===== config.mk =====
export PLATFORM = sky130hd
export DESIGN_NAME = diff_line_tx
export DESIGN_NICKNAME = d
export VERILOG_FILES = /design/src/rtl/diff_line_pkg.sv /design/src/rtl/diff_line_bit_timer.sv /design/src/rtl/diff_line_tx.sv
export SDC_FILE = /design/constraint.sdc
export NUM_CORES = 1
export LEC_CHECK = 0
export ABC_AREA = 1
export BUFFER_PORTS_ARGS = -buffer_cell sky130_fd_sc_hd__buf_4
export CORE_MARGIN = 5
export CORE_UTILIZATION = 45
export CTS_BUF_LIST = sky130_fd_sc_hd__clkbuf_8 sky130_fd_sc_hd__clkbuf_16
export CTS_CLUSTER_SIZE = 12
export DETAILED_ROUTE_END_ITERATION = 8
export PLACE_DENSITY = 0.65
export SYNTH_ARGS = -nofsm -noshare
export SYNTH_HDL_FRONTEND = slang
export SYNTH_HIERARCHICAL = 1
export SYNTH_SLANG_ARGS = --single-unit
export TNS_END_PERCENT = 10

===== constraint.sdc =====
create_clock -name clk -period 2.5 [get_ports clk]
set_input_delay 0.5 -clock clk [delete_from_list [all_inputs] [get_ports clk]]
set_output_delay 0.5 -clock clk [all_outputs]
set_load 0.02 [all_outputs]

===== src/rtl/diff_line_pkg.sv =====
// Shared types and constants for the differential line transmitter.
// Optional even-parity bit is compiled in with macro DIFF_LINE_TX_PARITY_EN.
package diff_line_pkg;

    localparam int DATA_W = 8;
    localparam int CNT_W  = 8;
    localparam int IDX_W  = 3;

    // Line symbols are packed as {tx_p, tx_n}.
    typedef logic [1:0] sym_t;

    localparam sym_t SYM_ONE  = 2'b10;
    localparam sym_t SYM_ZERO = 2'b01;
    localparam sym_t SYM_CM   = 2'b00;

`ifdef DIFF_LINE_TX_PARITY_EN
    typedef enum logic [2:0] {IDLE, START, DATA, PARITY, STOP} state_t;
`else
    typedef enum logic [2:0] {IDLE, START, DATA, STOP} state_t;
`endif

    function automatic sym_t bit_sym(input logic b);
        return b ? SYM_ONE : SYM_ZERO;
    endfunction

endpackage


===== src/rtl/diff_line_bit_timer.sv =====
// Bit-period down-counter: reload starts a new period, tick marks its last cycle.
module diff_line_bit_timer
    import diff_line_pkg::*;
#(
    parameter int CLKS_PER_BIT = 4
) (
    input  logic clk,
    input  logic rst_n,
    input  logic reload,
    output logic tick
);

    localparam logic [CNT_W-1:0] RELOAD_VAL = CNT_W'(CLKS_PER_BIT - 1);

    logic [CNT_W-1:0] count;

    // Reloading with CLKS_PER_BIT-1 makes tick land on the final cycle of the period.
    always_ff @(posedge clk or negedge rst_n) begin
        if (!rst_n) begin
            count <= '0;
        end else if (reload) begin
            count <= RELOAD_VAL;
        end else if (count != '0) begin
            count <= count - CNT_W'(1);
        end
    end

    assign tick = (count == '0);

endmodule


===== src/rtl/diff_line_tx.sv =====
// Differential line transmitter: START(1), 8 data bits LSB first, optional parity, STOP(CM).
// Parity bit is compiled in with macro DIFF_LINE_TX_PARITY_EN.
module diff_line_tx
    import diff_line_pkg::*;
#(
    parameter int CLKS_PER_BIT = 4
) (
    input  logic              clk,
    input  logic              rst_n,
    input  logic [DATA_W-1:0] data_in,
    input  logic              valid,
    output logic              ready,
    output logic              tx_p,
    output logic              tx_n,
    output logic              busy
);

    state_t            state;
    state_t            state_next;
    logic [DATA_W-1:0] shift_reg;
    logic [IDX_W-1:0]  bit_idx;
    logic              armed;
    logic              tick;
    logic              accept;
    logic              reload;
    logic              last_bit;
    sym_t              line;
`ifdef DIFF_LINE_TX_PARITY_EN
    logic              parity_bit;
`endif

    assign accept   = valid && ready;
    assign reload   = accept || (tick && (state != IDLE));
    assign last_bit = (bit_idx == IDX_W'(DATA_W - 1));

    diff_line_bit_timer #(
        .CLKS_PER_BIT(CLKS_PER_BIT)
    ) u_bit_timer (
        .clk   (clk),
        .rst_n (rst_n),
        .reload(reload),
        .tick  (tick)
    );

    always_ff @(posedge clk or negedge rst_n) begin
        if (!rst_n) begin
            state <= IDLE;
        end else begin
            state <= state_next;
        end
    end

    always_comb begin
        state_next = state;
        case (state)
            IDLE:   if (accept) state_next = START;
            START:  if (tick) state_next = DATA;
`ifdef DIFF_LINE_TX_PARITY_EN
            DATA:   if (tick && last_bit) state_next = PARITY;
            PARITY: if (tick) state_next = STOP;
`else
            DATA:   if (tick && last_bit) state_next = STOP;
`endif
            STOP:   if (tick) state_next = IDLE;
            default: state_next = IDLE;
        endcase
    end

    // armed keeps ready low until the first edge after reset release.
    always_ff @(posedge clk or negedge rst_n) begin
        if (!rst_n) begin
            shift_reg  <= '0;
            bit_idx    <= '0;
            armed      <= 1'b0;
`ifdef DIFF_LINE_TX_PARITY_EN
            parity_bit <= 1'b0;
`endif
        end else begin
            armed <= 1'b1;
            if (accept) begin
                shift_reg  <= data_in;
                bit_idx    <= '0;
`ifdef DIFF_LINE_TX_PARITY_EN
                parity_bit <= ^data_in;
`endif
            end else if ((state == DATA) && tick) begin
                shift_reg <= shift_reg >> 1;
                bit_idx   <= bit_idx + IDX_W'(1);
            end
        end
    end

    always_comb begin
        line  = SYM_CM;
        ready = 1'b0;
        busy  = 1'b0;
        case (state)
            IDLE: begin
                ready = armed;
            end
            START: begin
                busy = 1'b1;
                line = SYM_ONE;
            end
            DATA: begin
                busy = 1'b1;
                line = bit_sym(shift_reg[0]);
            end
`ifdef DIFF_LINE_TX_PARITY_EN
            PARITY: begin
                busy = 1'b1;
                line = bit_sym(parity_bit);
            end
`endif
            STOP: begin
                busy = 1'b1;
            end
            default: begin
                line = SYM_CM;
            end
        endcase
    end

    assign tx_p = line[1];
    assign tx_n = line[0];

endmodule


* After elaboration in Yosys (flattened, before gate mapping)
Cells that the tools add are included.
** Cells by class
- $add $sub $neg :: 2
- Eq/ne operators :: 8
- Multiplexer cells :: 15
- Reductions and logical operators :: 13
** Operators by type and width (number)
- $mux W8 :: 4
- $mux W3 :: 6
- $pmux W3 S4 :: 1
- $logic_not A8 Y1 :: 1
- $ne A2 B2 Y1 const B :: 4
- $reduce_bool A8 Y1 :: 1
- $sub A8 B1 Y8 const B :: 1
- $eq A3 B2 Y1 const B :: 2
- $logic_and A1 B1 Y1 :: 4
- $pmux W2 S2 :: 1
- $reduce_and A4 Y1 :: 1
- $reduce_bool A2 Y1 :: 2
- $add A3 B1 Y3 const B :: 1
- $eq A3 B1 Y1 const B :: 1
- $eq A3 B3 Y1 const B :: 1
- $logic_not A3 Y1 :: 1
- $reduce_bool A3 Y1 :: 1
- $reduce_or A3 Y1 :: 1
- $mux W1 :: 2
- $mux W2 :: 1
- $logic_or A1 B1 Y1 :: 1
** Word-level totals
- Register bits after elaboration :: 23
- Bits of input ports :: 11
- Output and inout bits :: 4
- Logic and storage cells :: 43

* Logic depth before layout (Yosys ltp)
Gate-level depths: netlist (run 1).
- Depth after elaboration :: 5
- Depth in mapped cells :: 10
- Depth with buffers taken out :: 9

* Cells and area by module
The synthesis (run 1) kept the hierarchy.
** Modules (own cells, without submodules)
- diff_line_tx :: instances 1, cells an instance 99, area an instance 812.0 um^2
- diff_line_bit_timer :: instances 1, cells an instance 59, area an instance 493.0 um^2

* Worst setup path after synthesis (run 1)
No wires, ideal clock.
- Path kind :: register to output
- Start :: reg state[0]
- End :: out tx_p
- Arrival time :: 1.285 ns
- Required time :: 2.000 ns
- Slack :: 0.715 ns
- Stages on the path, launching flop included :: 5
- Buffers on the path :: 0
- Cells stage by stage :: dfrtp_1 > inv_1 > ha_1 > nor2_1 > nor3b_1
** On the way
- Cells in the longest elaborated chain, start to end :: 2
** Ends and longest elaborated chain
- start, declared :: RTL line diff_line_tx.sv:18 : state_t state;
- start signal, assigned :: RTL line diff_line_tx.sv:49 : state <= state_next;
- $eq A3 B2 Y1 / $eq A3 B1 Y1 (equally long branches) :: RTL line diff_line_tx.sv:97 : case (state)
- $pmux W2 S2 * :: RTL line diff_line_tx.sv:97
- end, declared :: RTL line diff_line_tx.sv:13 : output logic tx_p,
Mark *: on every way between the ends. The rest lies on a longest branch, timed or not.

* Worst setup path after layout (run 1)
- Start :: reg state[0]
- End :: out ready
** On the way
- Cells in the longest elaborated chain, start to end :: 2
** Ends and longest elaborated chain
- $logic_not A3 Y1 :: RTL line diff_line_tx.sv:97
- $mux W1 :: RTL line diff_line_tx.sv:97
- end, declared :: RTL line diff_line_tx.sv:12 : output logic ready,
No other way between the ends.

==> results.sh, run 1 <==
export IMPL_tns_ns=0
export IMPL_endpoint_kind="primary output"
export IMPL_fin_nets=193
export IMPL_syn_inst=158
export IMPL_core_area_um2=2760
export IMPL_die_w_um=63.9
export IMPL_dp_hpwl_um=1790
export IMPL_synth_distinct_cells=24
export IMPL_start_util_pct=47.3
export IMPL_crit_arrival_ns=1.51
export IMPL_finalSetupViolations=0
export IMPL_critPathSlowestCell="dfrtp_1"
export IMPL_path_max_fanout=8
export IMPL_remaining_drc_errors=0
export IMPL_worst_path_largest_cell_delay_ns=0.40
export IMPL_ir_drop_mv=0.612
export IMPL_syn2layout_area_growth_pct=12.7
export IMPL_crit_type="reg -> out"
export IMPL_route_met2_wl_um=1120
export IMPL_totalWireLength_um=2260
export IMPL_min_period_over_period_pct=80.2
export IMPL_cts_hold_buffers_added=0
export IMPL_synth_xor_xnor_area_share_pct=0.671
export IMPL_status="finished, final reports clean"
export IMPL_final_setup_skew_ns=0.00270
export IMPL_maxCapViolCount=0
export IMPL_post_cts_setup_buffers=0
export IMPL_fmax_mhz=498
export IMPL_cp_start_kind="flop"
export IMPL_antenna_found_initial=0
export IMPL_rows=19
export IMPL_fp_dieH_um=63.9
export IMPL_syn_avg_cell_area_um2=8.26
export IMPL_syn_nets=177
export IMPL_routed_top_layer="met4"
export IMPL_report_final_slew_viol_count=0
export IMPL_ios=15
export IMPL_seqCellArea_um2=551
export IMPL_grt_max_degree=23
export IMPL_fin_crit_ns=2.01
export IMPL_path_cells="inv_1 > ha_1 > nand2_1 > clkinv_1 > buf_4"
export IMPL_multi_input_area_um2=642
export IMPL_synthesis_area_um2=1310
export IMPL_drtAntennaViolNets=0
export IMPL_grt_pass1_wl_um=4260
export IMPL_synth_adder_area_share_pct=7.67
export IMPL_vias=1014
export IMPL_synth_compound_area_share_pct=9.20
export IMPL_die_area_um2=4080
export IMPL_grt_usage_pct=12.5
export IMPL_cts_made_buffers=3
export IMPL_yosys_area_share_simple_pct=31.4
export IMPL_routed_via_density=4.97
export IMPL_clock_sinks=22
export IMPL_port_buffers=14
export IMPL_fin_cells=204
export IMPL_drt_initial_drc_count=87
export IMPL_synth_top_family_by_area="simple AND/OR/NAND/NOR gates"
export IMPL_clockRootBuffer="clkbuf_8"
export IMPL_tritoncts="built"
export IMPL_cts_max_level=1
export IMPL_drive_gt1_share_pct=16.2
export IMPL_final_fill_count=261
export IMPL_yosysSeqAreaShare_pct=42.2
export IMPL_gpl_final_weighted_congestion=0.775
export IMPL_utilization_pct=53.3
export IMPL_grt_pass1_vias=1029
export IMPL_hp_class="in -> async"
export IMPL_wl_met3_um=86
export IMPL_cts_resized=0
export IMPL_overflow=0
export IMPL_hold_viol=0
export IMPL_clockBufferDepth=2
export IMPL_synthMuxAreaShare_pct=0
export IMPL_ys_ff_latch=22
export IMPL_m1WireLength_um=1040
export IMPL_rsz0062_at_grt="no"
export IMPL_powerDensity_nw_per_um2=1180
export IMPL_yosys_warnings=6
export IMPL_p_leak_nw=0.748
export IMPL_path_clk_slew_ns=0.08
export IMPL_drt_pass1_iter_count=4
export IMPL_antenna_cells=0
export IMPL_cp_required_ns=2.00
export IMPL_clock_latency_ns=0.25
export IMPL_dp_cells=200
export IMPL_avgRoutedWirePerCell_um=11.1
[cells in the final DEF (no fill, tap or decap), drive strengths merged]
master	n
xnor2	1
nand2	28
a21oi	3
nor2	26
nor3	2
clkbuf	4
o21ai	18
ha	8
dfrtp	22
nand3b	1
buf	14
clkinv	1
conb	1
o211ai	1
nor3b	1
nand3	20
nand4	2
inv	20
[power breakdown]
group / internal, mW / switching, mW
Clock: 0.140 / 0.107
Sequential: 0.519 / 0.130
Combinational: 0.324 / 0.508
Total: 0.983 / 0.745
[metal layers]
metal | up-vias | GRT usage, %
met4 | 0 | 3.12
met1 | 461 | 16.0
met3 | 2 | 2.63
met2 | 18 | 21.5
li1 | 533 | -
met5 | - | 0
[cell type report]
| type | instances | share of cell area (%) |
|---|---|---|
| repair buffers | 14 | 7.15 |
| flip-flops and latches | 22 | 37.4 |
| clock buffers | 4 | 3.74 |
| multi-input cells | 112 | 43.7 |
| inverters | 21 | 5.36 |
| well taps | 31 | 2.64 |
[worst max-delay path, delay by kind of cell (launching register included)]
kind	cells	cell delay (ns)
flip-flops	1	0.40
buffers and inverters	3	0.50
adder cells (fa/ha/maj)	1	0.27
AND/OR/NAND/NOR	1	0.09
[cells by family (layout without fill, tap and decap cells)]
| family | Yosys count | after routing |
|---|---|---|
| buffers and inverters | 24 | 39 |
| other | 1 | 1 |
| AOI/OAI and AO/OA | 22 | 22 |
| xor gates and xnor gates | 1 | 1 |
| adders and majority gates | 8 | 8 |
| and+or+nand+nor | 80 | 80 |
| DFF | 22 | 22 |
[synth_stat cells (all sizes together)]
| cell type | count | share of area [%] |
|---|---|---|
| inv | 20 | 5.8 |
| nand3b | 1 | 0.58 |
| clkinv | 1 | 0.29 |
| dfrtp | 22 | 42 |
| xnor2 | 1 | 0.67 |
| a21oi | 3 | 1.2 |
| o211ai | 1 | 0.58 |
| nand2 | 28 | 8.8 |
| ha | 8 | 7.7 |
| nor2 | 26 | 9.2 |
| nand4 | 2 | 0.96 |
| nand3 | 20 | 9.6 |
| buf | 3 | 2.6 |
| nor3 | 2 | 1.6 |
| nor3b | 1 | 0.58 |
| conb | 1 | 0.29 |
| o21ai | 18 | 7.5 |
[per-stage QoR]
| step | power [mW] | hold slack (ns) | worst slack [ns] | cell area, um2 |
|---|---|---|---|---|
| 2_1_floorplan | 1.29 | 0.204 | 0.715 | 1310 |
| 3_3_place_gp | 1.47 | 0.404 | 0.650 | 1420 |
| 3_5_place_dp | 1.49 | 0.408 | 0.552 | 1420 |
| 4_1_cts | 1.75 | 0.124 | 0.455 | 1470 |
| 5_1_grt | 1.91 | 0.129 | 0.323 | 1470 |
| 6_report | 1.73 | 0.114 | 0.494 | 1470 |
[final timing paths]
check | slack [ns] | endpoint | from | cells past startpoint
max | 0.49 | ready | state[0] | 5
min | 0.11 | u_bit_timer/count[6] | rst_n | 1
max reg2reg | 0.56 | shift_reg[0] | u_bit_timer/count[0] | 9
min reg2reg | 0.49 | shift_reg[7] | shift_reg[7] | 2
max in group asynchronous | 2.17 | bit_idx[1] | rst_n | 1
min in group clk | 0.47 | shift_reg[1] | data_in[1] | 3
No activity file was read; power rests on OpenSTA's default activity.
==> run 2: changes to the inputs <==
==> constraint.sdc (replaced) <==
create_clock -name clk -period 2 [get_ports clk]
set_input_delay 0.4 -clock clk [delete_from_list [all_inputs] [get_ports clk]]
set_output_delay 0.4 -clock clk [all_outputs]
set_load 0.02 [all_outputs]
==> run 2 against run 1 <==
  * Via count grew 4.4%
  * Non-clock buffer count grew 2
  * Sequential cell count is the same
  * Combinational power grew 31%
  * Die area is the same
  * Clock power grew 8%
  * Global-route usage grew 1.5 points
  * Final area is essentially flat
  * Sequential power grew 26%
  * First-iteration DRC count shrank 17%
  * Total power grew 26%
==> results.sh, run 2 (synthesis results as in run 1) <==
export IMPL_grt_pass1_vias=1070
export IMPL_syn2layout_area_growth_pct=12.8
export IMPL_fp_dieH_um=63.9
export IMPL_finalSetupViolations=0
export IMPL_crit_arrival_ns=1.46
export IMPL_hp_class="in -> async"
export IMPL_ir_drop_mv=0.893
export IMPL_p_int_mw=1.21
export IMPL_power_total_mw=2.17
export IMPL_powerDensity_nw_per_um2=1480
export IMPL_final_cell_mix="26 x nand2_1, 23 x nor2_1, 22 x dfrtp_1"
export IMPL_ios=15
export IMPL_die_w_um=63.9
export IMPL_r2r_start="u_bit_timer/count[0]"
export IMPL_core_area_um2=2760
export IMPL_maxCapViolCount=0
export IMPL_clockRootBuffer="clkbuf_8"
export IMPL_fin_crit_ns=1.86
export IMPL_fin_nets=195
export IMPL_rows=19
export IMPL_totalWireLength_um=2550
export IMPL_pwr_share_comb_pct=50.2
export IMPL_status="finished, final reports clean"
export IMPL_gpl_final_weighted_congestion=0.802
export IMPL_post_cts_setup_buffers=0
export IMPL_cts_max_level=1
export IMPL_drtAntennaViolNets=0
export IMPL_reg2reg_slack_ns=0.24
export IMPL_final_setup_skew_ns=0.00263
export IMPL_crit_type="reg -> out"
export IMPL_dp_hpwl_um=1970
export IMPL_die_area_um2=4080
export IMPL_rsz0062_at_grt="no"
export IMPL_overflow=0
export IMPL_hold_viol=0
export IMPL_start_util_pct=47.3
export IMPL_grt_pass1_wl_um=4740
export IMPL_cp_start_kind="flop"
export IMPL_rr_endpoint="u_bit_timer/count[6]"
export IMPL_switching_share_pct=44.2
export IMPL_path_max_fanout=4
export IMPL_drive_gt1_share_pct=17.2
export IMPL_clock_latency_ns=0.26
export IMPL_endpoint_kind="primary output"
export IMPL_routed_via_density=5.17
export IMPL_fmax_mhz=536
export IMPL_min_period_over_period_pct=93.2
export IMPL_remaining_drc_errors=0
export IMPL_vias=1059
export IMPL_antenna_cells=0
export IMPL_report_final_slew_viol_count=0
export IMPL_p_seq_share_pct=37.6
export IMPL_clkPwrFrac_pct=12.3
export IMPL_drt_initial_drc_count=72
export IMPL_drt_pass1_iter_count=4
export IMPL_cts_made_buffers=3
export IMPL_antenna_found_initial=0
export IMPL_grt_max_degree=23
export IMPL_cp_required_ns=1.60
export IMPL_path_clk_slew_ns=0.07
export IMPL_avgRoutedWirePerCell_um=12.4
export IMPL_clock_sinks=22
export IMPL_r2r_cells=9
export IMPL_p_leak_nw=0.749
export IMPL_tritoncts="built"
export IMPL_final_common_cell="nand2_1"
export IMPL_p_switching_mw=0.960
export IMPL_port_buffers=14
export IMPL_clockBufferDepth=2
export IMPL_tns_ns=0
export IMPL_grt_usage_pct=14.1
-- run 2: worst max path at each step --
stage                               startpoint                   end  slack, ns
after floorplan                       state[0]                  tx_p       0.31
after global placement    u_bit_timer/count[0]          shift_reg[0]       0.26
after detailed placement  u_bit_timer/count[0]          shift_reg[0]       0.20
after CTS                             state[0]                  tx_p       0.12
after global routing      u_bit_timer/count[0]  u_bit_timer/count[5]       0.01
final                                 state[0]                  tx_p       0.14
-- run 2: final cells by class --
| type | count | area (um2) |
|---|---|---|
| inverters | 21 | 78.8 |
| clock buffers | 3 | 41.3 |
| flip-flops and latches | 22 | 551 |
| repair buffers | 16 | 120 |
| well taps | 31 | 38.8 |
| fillers | 264 | 1290 |
| multi-input cells | 112 | 642 |
-- run 2: metal layers --
metal,up-vias,routed length [um],GRT usage (%)
met5,-,0,0
met4,0,23,3.90
met3,4,92,2.80
met2,18,1310,24.6
met1,495,1130,17.4
li1,542,-,-
-- run 2: metrics by stage --
stage,instance area [um2],hold WS [ns],worst slack [ns],std cells,utilization [%]
2_1_floorplan,1310,0.104,0.315,158,-
3_3_place_gp,1430,0.307,0.258,202,51.9
3_5_place_dp,1430,0.308,0.198,202,51.9
4_1_cts,1470,0.0257,0.118,205,53.4
5_1_grt,1470,0.0307,0.0132,205,53.4
6_report,1470,0.0176,0.136,205,53.4
-- run 2: power groups by stage --
stage                     combinational (mW)  clock (mW)  sequential, mW
after floorplan                        0.841           0           0.777
after global placement                  1.05           0           0.813
after detailed placement                1.09           0           0.822
after CTS                               1.10       0.274           0.818
after global routing                    1.26       0.299           0.847
final                                   1.09       0.266           0.815
-- run 2: worst max-delay path, cell delays in order (launching register included) --
cell,delay (ns)
dfrtp_1,0.42
inv_1,0.12
ha_1,0.24
nor2_1,0.08
nor3b_1,0.18
buf_4,0.17
-- run 2: what timing repair did --
action,4_1_cts,5_1_grt
gates resized for setup,0,1
hold buffers,0,0
setup endpoints to repair,0,6
==> run 3: changes to the inputs <==
--- a/config.mk
+++ b/config.mk
@@ -15,6 +15,5 @@
 export PLACE_DENSITY = 0.65
 export SYNTH_ARGS = -nofsm -noshare
 export SYNTH_HDL_FRONTEND = slang
-export SYNTH_HIERARCHICAL = 1
 export SYNTH_SLANG_ARGS = --single-unit
 export TNS_END_PERCENT = 10
==> run 3 against run 2 <==
  * Area after synthesis is essentially flat
  * Critical path depth is the same
  * Clock skew grew 0.0076 ns
  * Total power grew 2.8%
  * Critical endpoint unchanged
  * Highest routed layer unchanged
==> results.sh, run 3 <==
export IMPL_die_w_um=63.9
export IMPL_syn_avg_cell_area_um2=7.68
export IMPL_cts_made_buffers=3
export IMPL_vias=1081
export IMPL_start_util_pct=47.4
export IMPL_reg2reg_slack_ns=0.29
export IMPL_p_leak_nw=0.848
export IMPL_cts_hold_buffers_added=0
export IMPL_crit_family="flip-flops"
export IMPL_clkPwrFrac_pct=18.6
export IMPL_cts_resized=0
export IMPL_clockBufferDepth=2
export IMPL_synth_distinct_cells=23
export IMPL_dp_hpwl_um=1990
export IMPL_routed_via_density=4.96
export IMPL_port_buffers=14
export IMPL_final_cell_area_um2=1510
export IMPL_wl_met3_um=70
export IMPL_drt_initial_drc_count=33
export IMPL_worst_path_largest_cell_delay_ns=0.42
export IMPL_finalSetupViolations=0
export IMPL_remaining_drc_errors=0
export IMPL_drtAntennaViolNets=0
export IMPL_synth_edf_count=0
export IMPL_syn_nets=190
export IMPL_min_period_over_period_pct=93.9
export IMPL_clock_latency_ns=0.26
export IMPL_core_area_um2=2760
export IMPL_p_int_mw=1.30
export IMPL_antenna_cells=0
export IMPL_synthMostInstantiatedCell="nand2_1"
export IMPL_crit_type="reg -> out"
export IMPL_routed_top_layer="met4"
export IMPL_ir_drop_mv=0.892
export IMPL_antenna_found_initial=0
export IMPL_drt_pass1_iter_count=4
export IMPL_grt_pass1_vias=1042
export IMPL_post_cts_setup_buffers=0
export IMPL_path_max_fanout=5
export IMPL_timing_critical_path_buf_inv=2
export IMPL_report_final_slew_viol_count=0
export IMPL_path_cells="inv_1 > ha_1 > nand2_1 > a21boi_0 > buf_4"
export IMPL_power_total_mw=2.23
export IMPL_clockRootBuffer="clkbuf_8"
export IMPL_hp_class="in -> async"
export IMPL_p_seq_share_pct=33.8
export IMPL_fmax_mhz=533
export IMPL_overflow=0
export IMPL_yosys_warnings=0
export IMPL_grt_pass1_wl_um=4400
export IMPL_drive_gt1_share_pct=17.1
export IMPL_gpl_final_weighted_congestion=0.843
export IMPL_grt_max_degree=23
export IMPL_maxCapViolCount=0
export IMPL_critPathSlowestCell="dfrtp_1"
export IMPL_cp_required_ns=1.60
export IMPL_dpl_cell_area_um2=1440
export IMPL_yosys_most_used_dff="dfrtp_1"
export IMPL_ys_ff_latch=22
export IMPL_die_area_um2=4080
export IMPL_final_setup_skew_ns=0.0102
export IMPL_powerDensity_nw_per_um2=1480
export IMPL_pwr_share_comb_pct=47.6
export IMPL_synth_area_top_cells="dfrtp_1 42%, nand2_1 18%, ha_1 8.6%"
export IMPL_switching_share_pct=41.7
export IMPL_syn2layout_area_growth_pct=15.7
export IMPL_crit_arrival_ns=1.48
export IMPL_ios=15
export IMPL_tns_ns=0
export IMPL_async_flop_share_pct=100
export IMPL_hold_viol=0
export IMPL_worst_slack_ns=0.123
export IMPL_avgRoutedWirePerCell_um=11.9
export IMPL_syn_inst=170
export IMPL_fp_dieH_um=63.9
export IMPL_fin_nets=208
export IMPL_synthesis_area_um2=1310
export IMPL_cp_start_kind="flop"
export IMPL_synthTopCellsByCount="61 x nand2_1, 22 x dfrtp_1, 15 x inv_1, 15 x nand3_1, 11 x nor2_1"
export IMPL_pre_cts_ws_ns=0.289
export IMPL_path_clk_slew_ns=0.09
export IMPL_clock_sinks=22
export IMPL_m1WireLength_um=1220
export IMPL_final_cell_mix="61 x nand2_1, 22 x dfrtp_1, 17 x buf_4"
export IMPL_status="finished, final reports clean"
export IMPL_synth_area_leader_cell="dfrtp_1"
export IMPL_final_common_cell="nand2_1"
export IMPL_totalWireLength_um=2590
export IMPL_grt_usage_pct=13.3
export IMPL_cts_max_level=1
export IMPL_utilization_pct=54.8
export IMPL_p_switching_mw=0.929
export IMPL_route_met2_wl_um=1280
export IMPL_rsz0062_at_grt="no"
export IMPL_synth_top_area_share_pct=42.1
export IMPL_yosysSeqAreaShare_pct=42.1
export IMPL_rows=19
export IMPL_tritoncts="built"
export IMPL_fin_crit_ns=1.88
export IMPL_endpoint_kind="primary output"
-- run 3: cell count changes after synthesis, moves of 3 or more --
cell	before	now
nand2_1	26	61
nand4_1	2	5
o21ai_1	7	1
nand3_1	18	15
o21ai_0	9	3
inv_1	20	15
nor3_1	1	4
nand2_2	1	4
xor2_1	0	3
nor2_1	23	11
-- run 3: cells by family after synthesis --
kind of cell / synth area share [%]
AOI/OAI and AO/OA: 3.45
and+or+nand+nor: 35.8
other: 0.287
xor gates and xnor gates: 2.01
adders and majority gates: 8.62
buffers and inverters: 7.66
DFF: 42.1
-- run 3: worst paths after layout --
check / from / endpoint / depth (start not counted)
min: rst_n / bit_idx[2] / 1
min in group clk: data_in[7] / shift_reg[7] / 3
max reg2reg: state[0] / shift_reg[6] / 10
max in group asynchronous: rst_n / u_bit_timer.count[5] / 1
max: state[0] / tx_p / 5
min reg2reg: shift_reg[2] / shift_reg[2] / 2
-- run 3: layout make-up --
type | count | area (um2)
clock buffer | 3 | 41.3
clock inverter | 1 | 30.0
fill | 269 | 1250
inverter | 18 | 67.6
multi-input combinational | 126 | 656
sequential | 22 | 551
tap | 31 | 38.8
timing repair buffer | 17 | 128
-- run 3: layer usage --
metal  global-route usage (%)  vias up
met1                     17.1      500
li1                         -      563
met4                     5.45        0
met3                     1.75        2
met2                     22.4       16
met5                        0        -
-- run 3: stage by stage --
| step | instances | hold slack [ns] |
|---|---|---|
| 4_1_cts | 218 | 0.0140 |
| 3_3_place_gp | 214 | 0.306 |
| 3_5_place_dp | 214 | 0.307 |
| 5_1_grt | 218 | 0.0240 |
| 6_report | 218 | 0.00736 |
| 2_1_floorplan | 170 | 0.104 |
-- run 3: power by group through the flow --
stage / Sequential [mW] / Clock, mW / Combinational (mW)
2_1_floorplan: 0.729 / 0 / 0.816
3_3_place_gp: 0.754 / 0 / 1.03
3_5_place_dp: 0.759 / 0 / 1.06
4_1_cts: 0.753 / 0.426 / 1.07
5_1_grt: 0.778 / 0.445 / 1.21
6_report: 0.754 / 0.415 / 1.06
